File: src/rtl/clock_pkg.sv
// Shared types, limits and BCD helpers for the alarm-clock time-entry path.
package clock_pkg;

    typedef enum logic [1:0] {IDLE, EDIT_H, EDIT_M, COMMIT} state_e;

    localparam int MAX_HOUR = 23;
    localparam int MAX_MIN  = 59;
    localparam int H1_W     = 2;
    localparam int DIG_W    = 4;

    localparam logic TGT_TIME  = 1'b0;
    localparam logic TGT_ALARM = 1'b1;

    localparam int NUM_BTN   = 5;
    localparam int BTN_TIME  = 0;
    localparam int BTN_ALARM = 1;
    localparam int BTN_NEXT  = 2;
    localparam int BTN_OK    = 3;
    localparam int BTN_UP    = 4;

    typedef struct packed {
        logic [H1_W-1:0]  h1;
        logic [DIG_W-1:0] h0;
        logic [DIG_W-1:0] m1;
        logic [DIG_W-1:0] m0;
    } hhmm_t;

    function automatic hhmm_t inc_hours(hhmm_t t);
        hhmm_t r = t;
        if (t.h1 == H1_W'(MAX_HOUR / 10) && t.h0 == DIG_W'(MAX_HOUR % 10)) begin
            r.h1 = '0;
            r.h0 = '0;
        end else if (t.h0 == DIG_W'(9)) begin
            r.h1 = t.h1 + H1_W'(1);
            r.h0 = '0;
        end else begin
            r.h0 = t.h0 + DIG_W'(1);
        end
        return r;
    endfunction

    function automatic hhmm_t inc_mins(hhmm_t t);
        hhmm_t r = t;
        if (t.m1 == DIG_W'(MAX_MIN / 10) && t.m0 == DIG_W'(MAX_MIN % 10)) begin
            r.m1 = '0;
            r.m0 = '0;
        end else if (t.m0 == DIG_W'(9)) begin
            r.m1 = t.m1 + DIG_W'(1);
            r.m0 = '0;
        end else begin
            r.m0 = t.m0 + DIG_W'(1);
        end
        return r;
    endfunction

    // Each field is zeroed independently when it is not a legal BCD value.
    function automatic hhmm_t clamp_hm(hhmm_t t);
        hhmm_t r = t;
        if (t.h0 > DIG_W'(9) || t.h1 > H1_W'(MAX_HOUR / 10) ||
            (t.h1 == H1_W'(MAX_HOUR / 10) && t.h0 > DIG_W'(MAX_HOUR % 10))) begin
            r.h1 = '0;
            r.h0 = '0;
        end
        if (t.m1 > DIG_W'(MAX_MIN / 10) || t.m0 > DIG_W'(9)) begin
            r.m1 = '0;
            r.m0 = '0;
        end
        return r;
    endfunction

endpackage

File: src/rtl/btn_debounce.sv
// Raw push-button to single-cycle press event; a hold yields one press.
module btn_debounce #(
    parameter int DB_CYCLES = 3
) (
    input  logic clk,
    input  logic reset,
    input  logic btn,
    output logic press
);
    localparam int CW = $clog2(DB_CYCLES + 1);

    logic [CW-1:0] cnt_q, cnt_d;
    logic          armed_q, armed_d;
    logic          press_q, press_d;

    always_comb begin
        cnt_d   = cnt_q;
        armed_d = armed_q;
        press_d = 1'b0;
        if (!btn) begin
            cnt_d   = '0;
            armed_d = 1'b1;
        end else if (armed_q) begin
            if (cnt_q == CW'(DB_CYCLES - 1)) begin
                press_d = 1'b1;
                armed_d = 1'b0;
                cnt_d   = '0;
            end else begin
                cnt_d = cnt_q + CW'(1);
            end
        end
    end

    // Disarmed out of reset so a button held through reset never fires.
    always_ff @(posedge clk) begin
        if (!reset) begin
            cnt_q   <= '0;
            armed_q <= 1'b0;
            press_q <= 1'b0;
        end else begin
            cnt_q   <= cnt_d;
            armed_q <= armed_d;
            press_q <= press_d;
        end
    end

    assign press = press_q;

endmodule

File: src/rtl/time_setter.sv
// Button-driven hours/minutes editor feeding the alarm_clock load port.
module time_setter
    import clock_pkg::*;
#(
    parameter int DB_CYCLES = 3,
    parameter int LD_PULSE  = 1,
    parameter int TIMEOUT   = 600
) (
    input  logic       clk,
    input  logic       reset,
    input  logic       btn_time,
    input  logic       btn_alarm,
    input  logic       btn_next,
    input  logic       btn_ok,
    input  logic       btn_up,
    input  logic [1:0] cur_H1,
    input  logic [3:0] cur_H0,
    input  logic [3:0] cur_M1,
    input  logic [3:0] cur_M0,
    output logic [1:0] H_in1,
    output logic [3:0] H_in0,
    output logic [3:0] M_in1,
    output logic [3:0] M_in0,
    output logic       LD_time,
    output logic       LD_alarm,
    output logic       editing,
    output logic       field,
    output logic       target
);
    localparam int TW = $clog2(TIMEOUT + 1);
    localparam int PW = $clog2(LD_PULSE + 1);

    logic [NUM_BTN-1:0] btn_raw, press;
    assign btn_raw = {btn_up, btn_ok, btn_next, btn_alarm, btn_time};

    for (genvar i = 0; i < NUM_BTN; i++) begin : g_db
        btn_debounce #(.DB_CYCLES(DB_CYCLES)) u_db (
            .clk  (clk),
            .reset(reset),
            .btn  (btn_raw[i]),
            .press(press[i])
        );
    end

    state_e        state_q, state_d;
    hhmm_t         edit_q, edit_d;
    hhmm_t         comm_q, comm_d;
    hhmm_t         shadow_q, shadow_d;
    logic          target_q, target_d;
    logic [TW-1:0] tmo_q, tmo_d;
    logic [PW-1:0] pls_q, pls_d;
    hhmm_t         cap;

    assign cap = clamp_hm({cur_H1, cur_H0, cur_M1, cur_M0});

    always_comb begin
        state_d  = state_q;
        edit_d   = edit_q;
        comm_d   = comm_q;
        shadow_d = shadow_q;
        target_d = target_q;
        tmo_d    = '0;
        pls_d    = '0;
        case (state_q)
            IDLE: begin
                if (press[BTN_TIME]) begin
                    edit_d   = cap;
                    target_d = TGT_TIME;
                    state_d  = EDIT_H;
                end else if (press[BTN_ALARM]) begin
                    edit_d   = shadow_q;
                    target_d = TGT_ALARM;
                    state_d  = EDIT_H;
                end
            end
            EDIT_H, EDIT_M: begin
                tmo_d = (|press) ? '0 : tmo_q + TW'(1);
                if (press[BTN_TIME] || press[BTN_ALARM]) begin
                    edit_d  = comm_q;
                    state_d = IDLE;
                end else if (press[BTN_OK]) begin
                    state_d = COMMIT;
                end else if (press[BTN_NEXT]) begin
                    state_d = (state_q == EDIT_H) ? EDIT_M : EDIT_H;
                end else if (press[BTN_UP]) begin
                    edit_d = (state_q == EDIT_H) ? inc_hours(edit_q) : inc_mins(edit_q);
                end else if (tmo_q == TW'(TIMEOUT - 1)) begin
                    edit_d  = comm_q;
                    state_d = IDLE;
                end
            end
            COMMIT: begin
                // Registers update on the last strobe cycle, so a reset inside COMMIT discards them.
                if (pls_q == PW'(LD_PULSE - 1)) begin
                    state_d = IDLE;
                    comm_d  = edit_q;
                    if (target_q == TGT_ALARM) shadow_d = edit_q;
                end else begin
                    pls_d = pls_q + PW'(1);
                end
            end
            default: state_d = IDLE;
        endcase
    end

    always_ff @(posedge clk) begin
        if (!reset) begin
            state_q  <= IDLE;
            edit_q   <= '0;
            comm_q   <= '0;
            shadow_q <= '0;
            target_q <= TGT_TIME;
            tmo_q    <= '0;
            pls_q    <= '0;
        end else begin
            state_q  <= state_d;
            edit_q   <= edit_d;
            comm_q   <= comm_d;
            shadow_q <= shadow_d;
            target_q <= target_d;
            tmo_q    <= tmo_d;
            pls_q    <= pls_d;
        end
    end

    assign H_in1    = edit_q.h1;
    assign H_in0    = edit_q.h0;
    assign M_in1    = edit_q.m1;
    assign M_in0    = edit_q.m0;
    assign LD_time  = (state_q == COMMIT) && (target_q == TGT_TIME);
    assign LD_alarm = (state_q == COMMIT) && (target_q == TGT_ALARM);
    assign editing  = (state_q == EDIT_H) || (state_q == EDIT_M);
    assign field    = (state_q == EDIT_M);
    assign target   = target_q;

endmodule

File: config.mk
export PLATFORM = sky130hd
export DESIGN_NAME = time_setter
export DESIGN_NICKNAME = d
export VERILOG_FILES = /design/src/rtl/clock_pkg.sv /design/src/rtl/btn_debounce.sv /design/src/rtl/time_setter.sv
export SDC_FILE = /design/constraint.sdc
export NUM_CORES = 1
export LEC_CHECK = 0
export ABC_AREA = 1
export CAP_MARGIN = 10
export CORE_UTILIZATION = 30
export CTS_CLUSTER_SIZE = 28
export DETAILED_ROUTE_END_ITERATION = 10
export SYNTH_ARGS = -nofsm -noshare
export SYNTH_HDL_FRONTEND = slang
export SYNTH_SLANG_ARGS = --single-unit
export TNS_END_PERCENT = 30
File: constraint.sdc
create_clock -name clk -period 1.6 [get_ports clk]
set_input_delay 0.32 -clock clk [delete_from_list [all_inputs] [get_ports clk]]
set_output_delay 0.32 -clock clk [all_outputs]
set_load 0.1 [all_outputs]
-- Word-level counts from Yosys, hierarchy flattened
Index checks and enable logic that the tools add are counted.
W data, S select, Z words.
- register bits: 76
- bits of input ports: 21
- output and inout bits: 19
- logic and storage cells: 165
- add/subtract/negate cells: 11
- order comparisons: 5
- eq/ne operators: 26
- multiplexer cells: 54
- bitwise logic cells: 4
- reductions and logical operators: 34
- operators by type and width (operator ; count):
    $mux W14 ; 8
    $mux W2 ; 15
    $pmux W14 S2 ; 1
    $mux W1 ; 22
    $reduce_and A3 Y1 ; 7
    $eq A2 B2 Y1 const B ; 9
    $mux W8 ; 2
    $ne A5 B5 Y1 const B ; 3
    $reduce_and A2 Y1 ; 7
    $reduce_and A7 Y1 ; 2
    $add A2 B1 Y2 const B ; 6
    $add A4 B1 Y4 const B ; 3
    $mux W4 ; 3
    $mux W6 ; 2
    $reduce_and A6 Y1 ; 2
    $add A10 B1 Y10 const B ; 1
    $eq A10 B10 Y1 const B ; 1
    $eq A4 B4 Y1 const B ; 2
    $gt A4 B4 Y1 const B ; 2
    $ne A4 B4 Y1 const B ; 2
    $reduce_or A7 Y1 ; 1
    $ne A3 B3 Y1 const B ; 2
    $pmux W2 S3 ; 1
    $logic_and A1 B1 Y1 ; 5
    other kinds (17) ; 25

-- Logic depth before layout (Yosys ltp)
Gate-level depths: netlist of the first run.
- depth after elaboration: 9
- gate-level depth with buffers: 12
- mapped depth without buffers: 12

-- By module
From an unflattened synthesis of the first run, not the netlist that was laid out.
- cell total of the unflattened synthesis: 557
- area total of the unflattened synthesis: 3875.0 µm²
- by module, submodules not included (module ; instances ; cells each ; area each (µm²) ; seq. area each (µm²)):
    time_setter ; 1 ; 462 ; 3143.0 ; 1121.1
    btn_debounce ; 5 ; 19 ; 146.4 ; 80.1

-- Worst setup path before layout of the first run
OpenSTA, ideal clock, no wires.
- path kind: register to output
- from: reg target_q, in the netlist target
- to: out LD_time
- data arrival time: 2.269 ns
- required time: 1.280 ns
- path slack: -0.989 ns
- cell stages (with the launch flop): 3
- path buffers: 1
- cells stage by stage: dfxtp_1 > clkbuf_1 > nor2_1
- cells in the longest elaborated chain, start to end: 2
- ends and longest elaborated chain (item ; line ; RTL):
    start: declaration ; time_setter.sv:49 ; logic target_q, target_d;
    start signal: assignment ; time_setter.sv:120 ; target_q <= target_d;
    $not A1 Y1 ; time_setter.sv:130 ; assign LD_time = (state_q == COMMIT) && (target_q == TGT_TIME);
    $logic_and A1 B1 Y1 ; time_setter.sv:130 ;
    end: declaration ; time_setter.sv:24 ; output logic LD_time,
Every way passes these cells.

-- Worst setup path in the final report of the first run
- from: reg state_q[1]
- to: out LD_alarm
- cells in the longest elaborated chain, start to end: 2
- ends and longest elaborated chain (item ; line ; RTL):
    start: declaration ; time_setter.sv:45 ; state_e state_q, state_d;
    start signal: assignment ; time_setter.sv:116 ; state_q <= state_d;
    $eq A2 B2 Y1 ; time_setter.sv:131 ; assign LD_alarm = (state_q == COMMIT) && (target_q == TGT_ALARM);
    $logic_and A1 B1 Y1 ; time_setter.sv:131 ;
    end: declaration ; time_setter.sv:25 ; output logic LD_alarm,
Every way passes these cells.

==> results.py, run 1 <==
metrics = {
    "pwr": {
        "p_leak_nw": 2.12,
        "finalPower_w": 0.00563,
        "powerDensity_mw_per_mm2": 1050,
        "ir_worst_vdd_mv": 0.553,
    },
    "drt": {
        "drtIter0Drc": 145,
        "vias": 3656,
        "drt_first_pass_iters": 4,
        "post_drt_via_cell_ratio": 4.66,
        "wl_per_cell_um": 12.3,
        "drc": 0,
        "postRouteWirelength_um": 9630,
        "ant_nets": 0,
    },
    "timing": {
        "period_share_pct": 105,
        "setup_viol": 4,
        "slew_viol_final": 0,
        "hold_viol_final": 0,
        "min_period_ns": 1.69,
        "worst_clock_skew_ns": 0.00399,
        "max_freq_ghz": 0.593,
        "setup_ws_ns": -0.0859,
        "rsz0062_at_grt": "yes",
    },
    "place": {
        "gp_congestion": 0.788,
        "dp_hpwl_um": 6890,
        "io_buffers": 39,
        "pre_cts_ws_ns": -0.0549,
    },
    "logic_synthesis": {
        "synthCells": 552,
        "synth_area_mm2": 0.00385,
        "ys_seq_area_share_pct": 39.5,
        "yosysTopAreaCellShare_pct": 39.5,
        "yosysTopAreaCell": "dfxtp_1",
        "avgSynthCellArea_um2": 6.98,
        "synthArstFlopShare_pct": 0,
        "synth.area.top_cells": "dfxtp_1 (39%), nand2_1 (14%), a21oi_1 (8.2%), inv_1 (5.9%), nor2_1 (5.1%)",
        "synth_warnings": 0,
        "synth_nets": 586,
        "synth_cell_types": 37,
        "yosys_register_bits": 76,
        "yosysMostFrequentCell": "nand2_1",
        "synth_flop_cell": "dfxtp_1",
        "synth_common_cells": "nand2_1 (143), dfxtp_1 (76), a21oi_1 (63)",
        "synth_edf_count": 0,
    },
    "final_layout": {
        "antenna_cells": 0,
        "finish.net_count": 642,
        "areaGrowthSynthToFinish_pct": 38.8,
        "layout-drive-gt1-share_pct": 19.7,
    },
    "critical_path": {
        "cp-endpoint": "LD_alarm",
        "reg2regPathDepth": 9,
        "worstReg2RegStart": "state_q[1]",
        "path_class": "register to output pin",
        "slowest_delay_ns": 0.33,
        "cp.arrival_ns": 1.37,
        "r2r_end": "H_in1[1]",
        "critPathBufInv": 4,
        "critPathCaptureType": "output pin",
        "crit_family": "buffers and inverters",
        "r2r_slack_ns": 0,
        "startpoint_type": "register",
        "slowest_stage": "dfxtp_2",
        "crit_cells": 6,
        "worstPathMaxFanout": 2,
        "cp-startpoint": "state_q[1]",
        "path_cells": "buf_6 -> ha_4 -> buf_6 -> nand2_4 -> clkinvlp_4 -> buf_12",
        "worstPathRequired_ns": 1.28,
        "crit_top_cell": "buf_6",
    },
    "die": {
        "die_y_um": 115,
        "placementRows": 41,
        "coreArea_mm2": 0.0126,
        "io_pins": 40,
        "die_area_mm2": 0.0133,
        "die_w_um": 115,
        "initial_core_util_pct": 30.7,
    },
    "clock_tree": {
        "clockBufferDepth": 2,
        "clk_pin_slew_ns": 0.06,
        "cts_buffers": 9,
        "cts_tree": "built",
        "cts_max_level": 3,
        "cts_sinks": 76,
        "clock-root-buffer": "clkbuf_16",
        "worstSkewPairLatency_ns": 0.34,
    },
    "global_routing": {
        "grt_overflow": 0,
        "grt_pass1_wl_um": 15800,
        "antenna_found_initial": 0,
        "grt.total_usage_pct": 15.4,
        "grt_pass1_vias": 3385,
        "grt_max_degree": 27,
    },
    "run_status": {
        "outcome": "finished with violations",
        "violations": "setup timing",
    },
    "worst_hold_path": {
        "min_path_type": "register to register",
        "min_path_cells": 2,
    },
    "run": {
        "cap_viol_max_count": 0,
    },
}
## through the flow
step	area (um2)	setup TNS [ns]	cells	util, %	hold WS (ns)
2_1_floorplan	3950	-1.05	552	-	0.418
3_3_place_gp	4790	-0.00801	762	38.1	0.432
3_5_place_dp	4790	-0.313	762	38.1	0.444
4_1_cts	5240	-0.205	784	41.7	0.452
5_1_grt	5350	-0.552	785	42.6	0.469
6_report	5350	-0.155	785	42.6	0.448
## flip-flops by register name (all words and copies together), names as in the netlist, 5 cells and up
| register | cells |
|---|---|
| comm_q | 14 |
| g_db.u_db.armed_q | 5 |
| g_db.u_db.cnt_q | 10 |
| g_db.u_db.press | 5 |
| shadow_q | 14 |
| tmo_q | 10 |
## repair_timing
action,CTS,global route
pin swaps,3,11
gates resized for setup,16,28
buffers inserted,6,1
endpoints found under the setup margin,9,30
hold buffers,0,0
## final cells by class
class | instances | area (um2)
clock inverter | 5 | 81.3
timing repair buffer | 63 | 797
multi-input combinational | 392 | 2170
fill | 1241 | 7220
tap | 172 | 215
clock buffer | 11 | 254
sequential | 76 | 1560
inverter | 66 | 269
## worst register-to-register path: stages (launching register included)
cell     delay (ns)
dfxtp_2        0.34
inv_2          0.07
ha_4           0.26
buf_4          0.14
nand3_2        0.08
nand2_2        0.07
inv_4          0.10
nand4_1        0.21
nor2_1         0.17
nor2_1         0.06
## cells in the final DEF, fill, tap and decap left out, types with 4 or more instances in the layout
master,Yosys,layout
buf_4,0,19
nor3_1,11,11
nand3_1,32,32
dfxtp_1,76,59
buf_12,0,21
nand2_4,1,5
clkbuf_16,0,10
o21ai_0,17,15
nor2_2,3,4
dfxtp_4,0,7
ha_4,0,4
o21ai_1,4,6
inv_4,0,5
a211oi_1,14,13
nor2_4,1,6
inv_1,61,54
nand3_4,1,5
clkdlybuf4s50_1,0,20
nand2_1,143,140
dfxtp_2,0,10
nor3b_1,6,6
inv_2,4,5
xor2_1,5,5
nor2_1,52,46
ha_1,13,9
a21oi_1,63,61
## metal layers
| layer | up-vias | wire [um] | track usage (%) |
|---|---|---|---|
| met5 | - | 0 | 0 |
| met3 | 14 | 475 | 3.22 |
| met1 | 1654 | 4580 | 19.7 |
| met4 | 0 | 215 | 8.14 |
| li1 | 1902 | - | - |
| met2 | 86 | 4370 | 24.4 |
## power by group
part           internal [W]  switching [W]
Combinational      0.000479       0.000784
Sequential          0.00197       0.000123
Clock               0.00146       0.000813
## cell families after synthesis
group | count (synthesis) | synth area share (%)
DFF | 76 | 39.5
and+or+nand+nor | 266 | 30.9
other | 1 | 0.0973
AOI/OAI and AO/OA | 107 | 15.3
adders and majority gates | 13 | 4.22
xor gates and xnor gates | 5 | 1.14
buffers and inverters | 84 | 8.86
## how the worst min path moves through the flow
| stage | from | endpoint | slack (ns) |
|---|---|---|---|
| final | comm_q[13] | comm_q[13] | 0.45 |
| after CTS | comm_q[13] | comm_q[13] | 0.45 |
| after floorplan | tmo_q[0] | tmo_q[0] | 0.42 |
| after global routing | tmo_q[0] | tmo_q[0] | 0.47 |
| after detailed placement | comm_q[13] | comm_q[13] | 0.44 |
| after global placement | tmo_q[0] | tmo_q[0] | 0.43 |
Power figures use the tool's default switching activity.
==> inputs of run 2 (changes only) <==
ABC_AREA = not set   (was 1)
==> results.py, run 2 <==
metrics = {
    "global_routing": {
        "top_usage_layer": "met2",
        "grt_overflow": 0,
        "grt.total_usage_pct": 16.6,
        "met1_usage_pct": 20.0,
        "met2_usage_pct": 29.1,
        "antenna_found_initial": 0,
        "grt_pass1_vias": 3653,
        "use_met3_pct": 3.37,
        "grt_max_degree": 31,
        "grt_pass1_wl_um": 16800,
    },
    "die": {
        "die_y_um": 113,
        "initial_core_util_pct": 30.8,
        "io_pins": 40,
        "die_w_um": 113,
        "placementRows": 40,
        "coreArea_mm2": 0.0120,
        "die_area_mm2": 0.0127,
    },
    "timing": {
        "period_share_pct": 128,
        "fin_setup_tns_ns": -5.64,
        "slew_viol_final": 0,
        "slew_headroom_pct": 61.8,
        "worst_clock_skew_ns": 0.00867,
        "setup_viol": 19,
        "min_period_ns": 2.04,
        "hold_viol_final": 0,
        "max_freq_ghz": 0.490,
        "setup_ws_ns": -0.441,
        "rsz0062_at_grt": "yes",
        "tightest_slew_ns": 0.568,
    },
    "drt": {
        "drt_first_pass_iters": 4,
        "post_drt_via_cell_ratio": 5.15,
        "postRouteWirelength_um": 10000,
        "wl_per_cell_um": 13.9,
        "ant_nets": 0,
        "vias": 3717,
        "drtIter0Drc": 155,
        "drc": 0,
    },
    "critical_path": {
        "crit_family": "compound AO/OA/AOI/OAI gates",
        "worstPathMaxFanout": 7,
        "critPathBufInv": 0,
        "cp.arrival_ns": 2.26,
        "worstPathRequired_ns": 1.82,
        "slowest_stage": "or4b_4",
        "path_cells": "or4b_4 -> o311a_4 -> a311o_2 -> o21bai_4 -> mux2i_1",
        "path_class": "register to register",
        "reg2regPathDepth": 5,
        "critPathCaptureType": "register",
        "slowest_delay_ns": 0.54,
        "crit_cells": 5,
        "startpoint_type": "register",
    },
    "final_layout": {
        "layout_common_cells": "nand2_1 (94), buf_4 (78), dfxtp_1 (60)",
        "seqCellArea_mm2": 0.00154,
        "multi_input_area_mm2": 0.00209,
        "stdcell_area_mm2": 0.00546,
        "antenna_cells": 0,
        "layout.cells.most_common": "nand2_1",
        "biggestRegsByFlops": "comm_q (14), shadow_q (14)",
        "nFillCells": 1143,
        "layout-drive-gt1-share_pct": 28.9,
        "areaGrowthSynthToFinish_pct": 48.5,
        "final_util_pct": 45.7,
        "finish.net_count": 604,
    },
    "logic_synthesis": {
        "synthCells": 459,
        "avgSynthCellArea_um2": 8.01,
        "yosys_register_bits": 76,
        "synth.area.top_cells": "dfxtp_1 (41%), nand2_1 (9.7%), a21oi_1 (7.9%), ha_1 (4.4%), nand3_1 (3.0%)",
        "synth.mux.area_fraction_pct": 0.544,
        "synth_xor_area_share_pct": 2.86,
        "synth_fa_ha_area_share_pct": 4.42,
        "ys_seq_area_share_pct": 41.4,
        "yosysTopAreaCell": "dfxtp_1",
        "synth_edf_count": 0,
        "synth_warnings": 0,
        "synth_nets": 493,
        "synth_common_cells": "nand2_1 (95), dfxtp_1 (76), a21oi_1 (58)",
        "synthArstFlopShare_pct": 0,
        "synth_cell_types": 56,
        "synth-compound-area-share_pct": 22.2,
        "synth_area_mm2": 0.00368,
        "synth_flop_cell": "dfxtp_1",
        "synth_simple_gate_area_share_pct": 23.7,
        "synth_top_family_by_area": "simple AND/OR/NAND/NOR gates",
        "yosysMostFrequentCell": "nand2_1",
        "yosysTopAreaCellShare_pct": 41.4,
    },
    "run_status": {
        "outcome": "finished with violations",
        "violations": "setup timing",
    },
    "worst_hold_path": {
        "min_path_type": "register to register",
        "min_path_cells": 2,
    },
    "clock_tree": {
        "cts_max_level": 3,
        "cts_tree": "built",
        "cts_sinks": 76,
        "worstSkewPairLatency_ns": 0.34,
        "clockBufferDepth": 2,
        "cts_buffers": 9,
        "clk_pin_slew_ns": 0.06,
        "hold_buffers": 0,
        "clock-root-buffer": "clkbuf_16",
    },
    "place": {
        "dpl-instance-area_mm2": 0.00504,
        "pre_cts_ws_ns": -0.545,
        "gp_congestion": 0.872,
        "io_buffers": 39,
        "dp_hpwl_um": 7380,
    },
    "pwr": {
        "powerDensity_mw_per_mm2": 903,
        "ir_worst_vdd_mv": 0.442,
        "p_leak_nw": 2.07,
    },
    "run": {
        "cap_viol_max_count": 0,
    },
}
==> run 2: per-layer routing <==
metal | part of all wire [%] | wire length [um] | up-vias
met5 | 0 | 0 | -
met4 | 1.5 | 150 | 0
met3 | 3.5 | 351 | 14
met2 | 49 | 4890 | 74
met1 | 46 | 4650 | 1788
li1 | - | - | 1841
==> run 2: tightest hold or removal path: stages, from the launching register on <==
cell and delay, ns:
dfxtp_1 0.31, nand2_1 0.05, a21oi_1 0.05
==> run 2: cells by family (layout without fill, tap and decap cells) <==
kind of cell,after synthesis,count (layout)
multiplexers,2,2
AND/OR/NAND/NOR,189,189
flip-flops,76,76
adder cells (fa/ha/maj),13,13
other,1,1
XOR/XNOR,12,12
AO/OA/AOI/OAI,122,122
buffers and inverters,44,160
==> run 2: area by class of cell <==
type | instances | share of cell area (%)
Multi-Input combinational cell | 339 | 38.2
Inverter | 22 | 1.51
Clock buffer | 11 | 4.44
Sequential cell | 76 | 28.3
Timing Repair Buffer | 122 | 22.7
Tap cell | 147 | 3.37
Clock inverter | 5 | 1.51
==> run 2: path summary, 6_finish.rpt <==
| kind | startpoint | end | slack, ns |
|---|---|---|---|
| hold reg to reg | comm_q[0] | comm_q[0] | 0.45 |
| setup / recovery | tmo_q[8] | H_in1[0] | -0.44 |
| hold / removal | comm_q[0] | comm_q[0] | 0.45 |
| setup reg to reg | tmo_q[8] | H_in1[0] | -0.44 |
==> run 2: where the power goes <==
group          total [W]  internal, W  switching [W]
combinational   0.000778     0.000350       0.000428
sequential       0.00195      0.00193      0.0000248
clock            0.00220      0.00142       0.000787
total            0.00493      0.00369        0.00124
==> run 2: repair_timing <==
| item | CTS | global route |
|---|---|---|
| hold endpoints to repair | 0 | 0 |
| resized for setup | 16 | 9 |
| pin swaps | 9 | 2 |
| buffers inserted | 2 | 0 |
| endpoints found under the setup margin | 20 | 32 |
==> run 2: metrics by stage <==
step	total power (W)	instances	hold WS (ns)
floorplan	0.00242	459	0.412
global placement	0.00272	704	0.438
detailed placement	0.00274	704	0.446
CTS	0.00496	722	0.453
global route	0.00513	722	0.469
finish	0.00493	722	0.450
